## src/rtl/tl_pkg.sv

```systemverilog
// Shared mode and field encodings for the traffic-light front panel.
package tl_pkg;

  typedef enum logic [1:0] {
    MODE_OFFLINE = 2'd0,
    MODE_ONLINE  = 2'd1,
    MODE_SET     = 2'd2
  } mode_e;

  localparam logic [1:0] FIELD_GREEN  = 2'd0;
  localparam logic [1:0] FIELD_YELLOW = 2'd1;
  localparam logic [1:0] FIELD_RED    = 2'd2;

  function automatic logic [1:0] field_next(
    input logic [1:0] f
  );
    return (f == FIELD_RED) ? FIELD_GREEN : f + 2'd1;
  endfunction

endpackage

```

## src/rtl/key_debounce.sv

```systemverilog
// Per-key synchroniser, debouncer and press-edge detector.
module key_debounce #(
  parameter int unsigned DEBOUNCE_CYCLES = 1000000,
  parameter int          CNT_W           = 20
) (
  input  logic clk,
  input  logic rst_n,
  input  logic key_raw,
  output logic key_level,
  output logic key_press
);

  logic             sync1;
  logic             sync2;
  logic [CNT_W-1:0] cnt;
  logic             level;
  logic             level_q;
  logic [1:0]       fill;
  logic             armed;

  // A key held through reset never arms until it has been seen released.
  always_ff @(posedge clk or negedge rst_n) begin
    if (!rst_n) begin
      sync1     <= 1'b0;
      sync2     <= 1'b0;
      cnt       <= '0;
      level     <= 1'b0;
      level_q   <= 1'b0;
      key_press <= 1'b0;
      fill      <= 2'b00;
      armed     <= 1'b0;
    end else begin
      sync1     <= key_raw;
      sync2     <= sync1;
      fill      <= {fill[0], 1'b1};
      level_q   <= level;
      key_press <= level & ~level_q & armed;
      if (fill[1] && !sync2)
        armed <= 1'b1;
      if (sync2 == level) begin
        cnt <= '0;
      end else if (cnt == CNT_W'(DEBOUNCE_CYCLES - 1)) begin
        level <= sync2;
        cnt   <= '0;
      end else begin
        cnt <= cnt + CNT_W'(1);
      end
    end
  end

  assign key_level = level;

endmodule

```

## src/rtl/mode_ctrl.sv

```systemverilog
// Front-panel mode controller: OFFLINE / ONLINE / SET with field editing.
// Define SET_TIMEOUT_EN to leave SET automatically after an idle period.
module mode_ctrl
  import tl_pkg::*;
#(
  parameter int unsigned DEBOUNCE_CYCLES = 1000000,
  parameter int          CNT_W           = 20,
  parameter int unsigned TIMEOUT_CYCLES  = 500000000
) (
  input  logic       clk,
  input  logic       rst_n,
  input  logic       key_online,
  input  logic       key_set,
  input  logic       key_next,
  output logic       online,
  output logic       set,
  output logic [1:0] field_sel,
  output logic       commit,
  output logic       abort
);

  localparam logic [31:0] TO_LAST = 32'(TIMEOUT_CYCLES - 1);

  logic [2:0] press;
  logic [2:0] unused_level;
  logic       p_on;
  logic       p_st;
  logic       p_nx;

  mode_e      state_q;
  mode_e      state_d;
  logic [1:0] field_q;
  logic [1:0] field_d;
  logic       commit_d;
  logic       abort_d;

  key_debounce #(
    .DEBOUNCE_CYCLES(DEBOUNCE_CYCLES),
    .CNT_W          (CNT_W)
  ) u_online (
    .clk      (clk),
    .rst_n    (rst_n),
    .key_raw  (key_online),
    .key_level(unused_level[0]),
    .key_press(press[0])
  );

  key_debounce #(
    .DEBOUNCE_CYCLES(DEBOUNCE_CYCLES),
    .CNT_W          (CNT_W)
  ) u_set (
    .clk      (clk),
    .rst_n    (rst_n),
    .key_raw  (key_set),
    .key_level(unused_level[1]),
    .key_press(press[1])
  );

  key_debounce #(
    .DEBOUNCE_CYCLES(DEBOUNCE_CYCLES),
    .CNT_W          (CNT_W)
  ) u_next (
    .clk      (clk),
    .rst_n    (rst_n),
    .key_raw  (key_next),
    .key_level(unused_level[2]),
    .key_press(press[2])
  );

  assign p_on = press[0];
  assign p_st = press[1] & ~press[0];
  assign p_nx = press[2] & ~|press[1:0];

`ifdef SET_TIMEOUT_EN
  logic [31:0] idle_q;
  logic [31:0] idle_d;
  logic        idle_hit;

  // Held at zero outside SET, so entry always starts a fresh count.
  always_comb begin
    idle_d = '0;
    if (state_q == MODE_SET && !(|press))
      idle_d = idle_q + 32'd1;
  end

  assign idle_hit = (idle_q == TO_LAST);

  always_ff @(posedge clk or negedge rst_n) begin
    if (!rst_n)
      idle_q <= '0;
    else
      idle_q <= idle_d;
  end
`else
  logic idle_hit;
  logic unused_to;

  assign idle_hit  = 1'b0;
  assign unused_to = ^TO_LAST;
`endif

  always_comb begin
    state_d  = state_q;
    field_d  = field_q;
    commit_d = 1'b0;
    abort_d  = 1'b0;
    unique case (state_q)
      MODE_OFFLINE: begin
        if (p_on)
          state_d = MODE_ONLINE;
      end
      MODE_ONLINE: begin
        unique case (1'b1)
          p_on: state_d = MODE_OFFLINE;
          p_st: begin
            state_d = MODE_SET;
            field_d = FIELD_GREEN;
          end
          default: ;
        endcase
      end
      MODE_SET: begin
        unique case (1'b1)
          p_on: begin
            state_d = MODE_OFFLINE;
            abort_d = 1'b1;
          end
          p_st: begin
            state_d  = MODE_ONLINE;
            commit_d = 1'b1;
          end
          p_nx: field_d = field_next(field_q);
          default: begin
            if (idle_hit) begin
              state_d = MODE_ONLINE;
              abort_d = 1'b1;
            end
          end
        endcase
      end
      default: state_d = MODE_OFFLINE;
    endcase
  end

  always_ff @(posedge clk or negedge rst_n) begin
    if (!rst_n) begin
      state_q <= MODE_OFFLINE;
      field_q <= FIELD_GREEN;
      commit  <= 1'b0;
      abort   <= 1'b0;
    end else begin
      state_q <= state_d;
      field_q <= field_d;
      commit  <= commit_d;
      abort   <= abort_d;
    end
  end

  assign online    = (state_q != MODE_OFFLINE);
  assign set       = (state_q == MODE_SET);
  assign field_sel = field_q;

endmodule

```

## config.mk

```make
export PLATFORM = sky130hd
export DESIGN_NAME = mode_ctrl
export DESIGN_NICKNAME = d
export VERILOG_FILES = /design/src/rtl/tl_pkg.sv /design/src/rtl/key_debounce.sv /design/src/rtl/mode_ctrl.sv
export SDC_FILE = /design/constraint.sdc
export NUM_CORES = 1
export LEC_CHECK = 0
export BUFFER_PORTS_ARGS = -buffer_cell sky130_fd_sc_hd__buf_4
export CAP_MARGIN = 20
export CORE_UTILIZATION = 40
export DETAILED_ROUTE_END_ITERATION = 10
export REMOVE_ABC_BUFFERS = 1
export SKIP_CTS_REPAIR_TIMING = 1
export SYNTH_ARGS = -nofsm -noshare
export SYNTH_HDL_FRONTEND = slang
export SYNTH_SLANG_ARGS = --single-unit
```

## constraint.sdc

```tcl
create_clock -name clk -period 2.5 [get_ports clk]
set_clock_uncertainty 0.15 [all_clocks]
set_input_delay 0.5 -clock clk [delete_from_list [all_inputs] [get_ports clk]]
set_output_delay 0.5 -clock clk [all_outputs]
set_load 0.05 [all_outputs]
```

# After elaboration in Yosys (flattened, before gate mapping)
# Index checks and enable logic that the tools add are counted.
# totals
wordCells	95
input_bits	5
regBits	90
# classes
addsub	4
n_eq_ne	14
mux	18
n_bitwise	15
n_reduce_logical	16
# ops
op	n
$mux 20	6
$add 20x1->20 const B	3
$eq 20x20->1 const B	3
$pmux 2 s2	3
$and 1x1->1	8
$mux 2	4
$not 1->1	7
$pmux 2 s3	1
$reduce_and 2->1	3
$reduce_and 3->1	2
$eq 2x2->1 const B	2
$logic_not 1->1	4
$mux 1	4
$ne 2x1->1 const B	2
$reduce_bool 2->1	2
$eq 1x1->1	3
$logic_and 1x1->1	3
$ne 3x1->1 const B	1
$ne 3x2->1 const B	1
$add 2x1->2 const B	1
$eq 2x1->1 const B	1
$logic_not 2->1	1
$ne 2x2->1 const B	1
$reduce_or 2->1	1

# Longest topological paths before layout
# Gate-level depths: netlist (run 1).
# logic_depth
word_depth	5
ltp_mapped	6

# Hierarchy
# Synthesis (run 1) repeated with hierarchy kept, for this count alone.
# hier_totals
cells_unflattened	383
area_unflattened_um2	4172.8
# by_module_without_submodules
module	cells_each	instances	seq_area_each_um2	area_each_um2
key_debounce	117	3	700.7	1263.7
mode_ctrl	32	1	150.1	381.6

# Worst setup path after synthesis (run 1)
# OpenSTA, ideal clock, no wires.
# synth_timing
path_type	register to register
from	register u_set.cnt[12]
to	register u_set.level (netlist: u_set.key_level)
synth_period_minus_slack_ns	2.211
slack_ns	0.289
setup_time_ns	0.125
t_arrival_ns	1.937
path_stages_with_launch	5
path_cell_list	dfrtp_1 or4_1 or4_4 nor2_1 mux2_2
# synth_via
elab_chain_len	2
# synth_rtl
element	line_no	text
start, declared	key_debounce.sv:15	logic [CNT_W-1:0] cnt;
start signal, assigned	key_debounce.sv:46	cnt <= cnt + CNT_W'(1);
$eq 20x20->1	key_debounce.sv:42	end else if (cnt == CNT_W'(DEBOUNCE_CYCLES - 1)) begin
$reduce_and 2->1 (no line)	-	
end signal, assigned	key_debounce.sv:43	level <= sync2;
end, declared	key_debounce.sv:16	logic level;
# Every way passes these cells.
# A chain may end at the register's enable or synchronous reset.

# Worst setup path in the final report (run 1)
# Ends and elaborated chain as after synthesis.

==> results.yml, run 1 <==
timing:
  finalCritPeriodShare_pct: 92.7
  rsz0062_at_grt: "no"
  max_freq_mhz: 432
  fin_crit_ns: 2.32
  slew_headroom_pct: 55.0
  finalMaxSlewViolations: 0
  setup_violations: 0
  tightest_slew_ns: 0.674
  final-hold-violation-count: 0
clock_tree:
  insertion_delay_ns: 0.36
  clock_sinks: 86
  ctsRootBufferMaster: "clkbuf_8"
  cts_tree: "done"
  cts_max_level: 3
  cts_made_buffers: 9
  clk_pin_slew_worst_paths_ns: 0.09
  cts_buffer_depth: 2
hold_path:
  hp-class: "input pin to async pin"
cells_and_area:
  stdcell_area_mm2: 0.00446
  area.growth.synth_to_final_pct: 11.8
  drive_gt1_share_pct: 11.9
  layout.nets: 418
  final_cells: 544
  final_common_cell: "dfrtp_1"
  final_cell_mix: "dfrtp_1, nor2_1, xnor2_1"
  diodes: 0
power:
  power_density_mw_per_mm2: 573
  power_leakage_nw: 1.80
  ir_worst_vdd_mv: 0.310
route:
  drc: 0
  viasPerCell: 5.11
  ant_nets: 0
  vias: 2782
  first_pass_iters: 4
  wl_per_cell_um: 12.7
  wirelength_um: 6900
  drt_iter0_markers: 90
worst_setup_path:
  endpoint: "u_set.key_level$_DFFE_PN0P_"
  arrival_ns: 2.41
  cp.required_ns: 2.60
  end_kind: "flop"
  r2r_end: "u_set.key_level$_DFFE_PN0P_"
  reg2reg_depth: 4
  reg2reg_from: "u_set.cnt[12]$_DFF_PN0_"
  critPathMaxFanout: 6
  rrSetupSlack_ns: 0.18
  cp-start-kind: "flop"
  crit_start: "u_set.cnt[12]$_DFF_PN0_"
  worst-setup-path-type: "flop to flop"
yosys:
  synth_seq_area_share_pct: 53.9
  syn_inst: 390
  netlist_area_mm2: 0.00399
  synth_cell_types: 47
  ys_ff_latch: 86
  ys.flop_type: "dfrtp_1"
  synthArstFlopShare_pct: 100
  synth_edf_count: 0
  postSynthAreaPerCell_um2: 10.2
  ys_warn_count: 0
status:
  status: "finished, final reports clean"
global_route:
  antenna_found_initial: 0
  track_usage_pct: 15.4
  grt_pass1_wl_um: 12400
  grt_max_degree: 53
  grt-ovfl-total: 0
  grt_pass1_vias: 2772
die:
  die_y_um: 102
  start_util_pct: 41.0
  die_w_um: 102
  core_region_area_mm2: 0.00973
  row_count: 36
  ios: 11
  die_area_mm2: 0.0104
place:
  io_buffers: 10
  dp_hpwl_um: 4620
  postPlaceCellArea_mm2: 0.00424
  place.gp.congestion: 0.738
  placed_cells: 528
flow_run:
  drv_cap: 0
-- layout make-up --
type / instances / area [um^2]
repair buffers: 15 / 125
fillers: 968 / 5270
clock inverters: 5 / 83.8
flip-flops and latches: 86 / 2150
clock buffers: 11 / 131
well taps: 133 / 166
multi-input cells: 272 / 1720
inverters: 22 / 82.6
-- where the power goes --
part / internal (mW) / leakage, nW / total, mW / switching, mW
Combinational: 0.0257 / 0.544 / 0.0816 / 0.0558
Sequential: 1.41 / 1.16 / 1.42 / 0.0149
Clock: 0.565 / 0.0998 / 1.05 / 0.486
-- how the worst min path moves through the flow --
stage	end	slack, ns	cells past startpoint
floorplan	abort$_DFF_PN0_	0.05	0
global placement	u_next.fill[1]$_DFF_PN0_	0.18	0
detailed placement	u_online.sync2$_DFF_PN0_	0.18	0
CTS	u_online.cnt[13]$_DFF_PN0_	0.04	1
global route	u_online.cnt[13]$_DFF_PN0_	0.07	1
finish	u_online.cnt[13]$_DFF_PN0_	0.02	1
-- routing by layer --
layer  global-route usage [%]  vias up  share of wire, %
li1                         -     1378                 -
met1                     18.7     1358                47
met2                     26.0       40                48
met3                     4.10        6               3.5
met4                     6.15        0               1.3
met5                        0        -                 0
-- per-stage QoR --
stage	power, mW	hold slack [ns]	setup slack [ns]	util (%)	setup TNS (ns)
after floorplan	1.48	0.0544	-0.208	-	-1.63
after global placement	1.53	0.184	0.224	43.6	0
after detailed placement	1.53	0.185	0.176	43.6	0
after CTS	2.60	0.0397	0.156	45.8	0
after global routing	2.67	0.0661	0.0865	45.9	0
final	2.56	0.0158	0.183	45.9	0
-- synth_stat cells (all sizes together), types with 6 or more instances --
| cell | n | share of area [%] |
|---|---|---|
| nor3 | 14 | 1.8 |
| nand4 | 10 | 1.6 |
| dfrtp | 86 | 54 |
| inv | 22 | 2.1 |
| o31ai | 6 | 1.1 |
| nand3 | 20 | 2.6 |
| nor4 | 11 | 1.7 |
| nand2 | 22 | 2.1 |
| a21oi | 15 | 2.0 |
| ha | 7 | 2.2 |
| xnor2 | 30 | 6.6 |
| o21ai | 13 | 1.9 |
| xor2 | 10 | 2.2 |
| nor2 | 55 | 5.2 |
| or4 | 11 | 2.3 |
-- worst max-delay path, cell delays in order (launching register included) --
cell,delay [ns]
dfrtp_1,0.44
or4_1,0.53
or4_4,0.52
nor2_1,0.22
mux2_2,0.36
-- flip-flops by register name, indices dropped and copies added (netlist names), 2 cells and up --
register      flops
u_next.cnt       20
field_sel         2
u_set.cnt        20
u_online.cnt     20
u_next.fill       2
state_q           2
-- cell families (layout without fill, tap and decap cells) --
family | after synthesis | count (layout) | synth area share (%)
and+or+nand+nor | 173 | 173 | 22.8
DFF | 86 | 86 | 53.9
AOI/OAI and AO/OA | 44 | 44 | 7.05
xor gates and xnor gates | 40 | 40 | 8.77
buffers and inverters | 32 | 53 | 3.32
adders and majority gates | 7 | 7 | 2.19
muxes | 7 | 7 | 1.91
other | 1 | 1 | 0.0939
Power figures use the tool's default switching activity.
==> run 2: changes to the inputs <==
--- a/config.mk
+++ b/config.mk
@@ -5,7 +5,7 @@
 export SDC_FILE = /design/constraint.sdc
 export NUM_CORES = 1
 export LEC_CHECK = 0
-export BUFFER_PORTS_ARGS = -buffer_cell sky130_fd_sc_hd__buf_4
+export BUFFER_PORTS_ARGS = -buffer_cell sky130_fd_sc_hd__clkbuf_2
 export CAP_MARGIN = 20
 export CORE_UTILIZATION = 40
 export DETAILED_ROUTE_END_ITERATION = 10
==> results.yml, run 2 (synthesis results as in run 1) <==
status:
  status: "finished, final reports clean"
die:
  start_util_pct: 41.0
  core_region_area_mm2: 0.00973
  row_count: 36
  die_area_mm2: 0.0104
  die_w_um: 102
  die_y_um: 102
  ios: 11
route:
  vias: 2697
  viasPerCell: 4.95
  first_pass_iters: 5
  drt_iter0_markers: 55
  wl_met3_um: 193
  wl_met1_um: 3320
  wl_met2_um: 3080
  wl_per_cell_um: 12.2
  drc: 0
  maxUsedRoutingLayer: "met4"
  ant_nets: 0
  wirelength_um: 6680
global_route:
  antenna_found_initial: 0
  grt-ovfl-total: 0
  track_usage_pct: 14.5
  grt_pass1_wl_um: 11600
  grt_max_degree: 47
  grt_pass1_vias: 2533
hold_path:
  hp-class: "input pin to flop"
  worstHoldStart: "key_online"
cells_and_area:
  final_cells: 545
  area.growth.synth_to_final_pct: 9.93
  layout.nets: 420
  final_common_cell: "dfrtp_1"
  drive_gt1_share_pct: 12.1
  num-fill-cells: 948
  final-seq-area_mm2: 0.00215
  multi_input_area_mm2: 0.00171
  diodes: 0
  stdcell_area_mm2: 0.00439
  top_regs: "u_next.cnt: 20 flops, u_online.cnt: 20 flops, u_set.cnt: 20 flops"
  final_cell_mix: "dfrtp_1, nor2_1, xnor2_1"
power:
  power_leakage_nw: 1.78
  power_density_mw_per_mm2: 527
  ir_worst_vdd_mv: 0.285
  finalPower_mw: 2.31
timing:
  setup_violations: 0
  max_freq_mhz: 427
  fin_crit_ns: 2.34
  finalCritPeriodShare_pct: 93.7
  tns_ns: 0
  rsz0062_at_grt: "no"
  hold_ws_ns: 0.102
  tightest_slew_ns: 0.585
  finalMaxSlewViolations: 0
  slew_headroom_pct: 60.7
  final-hold-violation-count: 0
worst_setup_path:
  cp.required_ns: 2.56
  cp-start-kind: "flop"
  r2r_end: "u_online.cnt[16]$_DFF_PN0_"
  crit_family: "simple AND/OR/NAND/NOR gates"
  reg2reg_depth: 4
  rrSetupSlack_ns: 0.16
  end_kind: "flop"
  critPathMaxFanout: 20
  arrival_ns: 2.40
  crit_start: "u_online.cnt[8]$_DFF_PN0_"
  cp.depth: 4
  critical_path_buf_inv_count: 0
  critPathMaxStageDelay_ns: 0.68
  cp_slowest_cell: "or4b_2"
  endpoint: "u_online.cnt[16]$_DFF_PN0_"
  crit_chain: "or4b_2, nor4_1, a31o_2, a21oi_1"
  reg2reg_from: "u_online.cnt[8]$_DFF_PN0_"
  worst-setup-path-type: "flop to flop"
place:
  postPlaceCellArea_mm2: 0.00422
  place.gp.congestion: 0.786
  dp_hpwl_um: 4480
  io_buffers: 10
  placed_cells: 529
clock_tree:
  cts_made_buffers: 9
  cts_max_level: 3
  cts_tree: "done"
  clock_sinks: 86
  insertion_delay_ns: 0.35
  cts_buffer_depth: 2
  ctsRootBufferMaster: "clkbuf_8"
  clk_pin_slew_worst_paths_ns: 0.08
flow_run:
  drv_cap: 0
run 2: where the power goes:
| part | switching [mW] | internal [mW] |
|---|---|---|
| combinational | 0.0539 | 0.0247 |
| sequential | 0.0155 | 1.41 |
| clock | 0.462 | 0.348 |
| total | 0.532 | 1.78 |
run 2: cell type report:
| cell class | instances | share of cell area (%) |
|---|---|---|
| sequential | 86 | 49.0 |
| timing repair buffer | 17 | 2.74 |
| clock buffer | 10 | 2.91 |
| tap | 133 | 3.79 |
| clock inverter | 5 | 0.627 |
| multi-input combinational | 272 | 39.0 |
| inverter | 22 | 1.88 |
run 2: routing by layer:
layer	global-route usage, %	vias up
li1	-	1375
met1	19.1	1286
met2	22.1	27
met3	4.92	9
met4	5.27	0
met5	0	-
run 2: metrics by stage:
stage	utilization, %	setup slack, ns
final	45.1	0.156
after global routing	45.1	0.0620
after CTS	45.0	0.161
after detailed placement	43.4	0.185
after global placement	43.4	0.238
after floorplan	-	-0.208
run 2: worst min-delay path by stage:
stage	endpoint	slack [ns]	depth (start not counted)
floorplan	abort$_DFF_PN0_	0.05	0
global placement	u_online.sync2$_DFF_PN0_	0.18	0
detailed placement	u_online.sync2$_DFF_PN0_	0.19	0
CTS	commit$_DFF_PN0_	-0.03	1
global route	u_online.sync1$_DFF_PN0_	0.07	1
finish	u_online.sync1$_DFF_PN0_	0.10	1
run 2: worst reg2reg max path, stage by stage (launching register included):
cell and delay [ns]:
dfrtp_1 0.40, or4b_2 0.68, nor4_1 0.38, a31o_2 0.49
a21oi_1 0.10
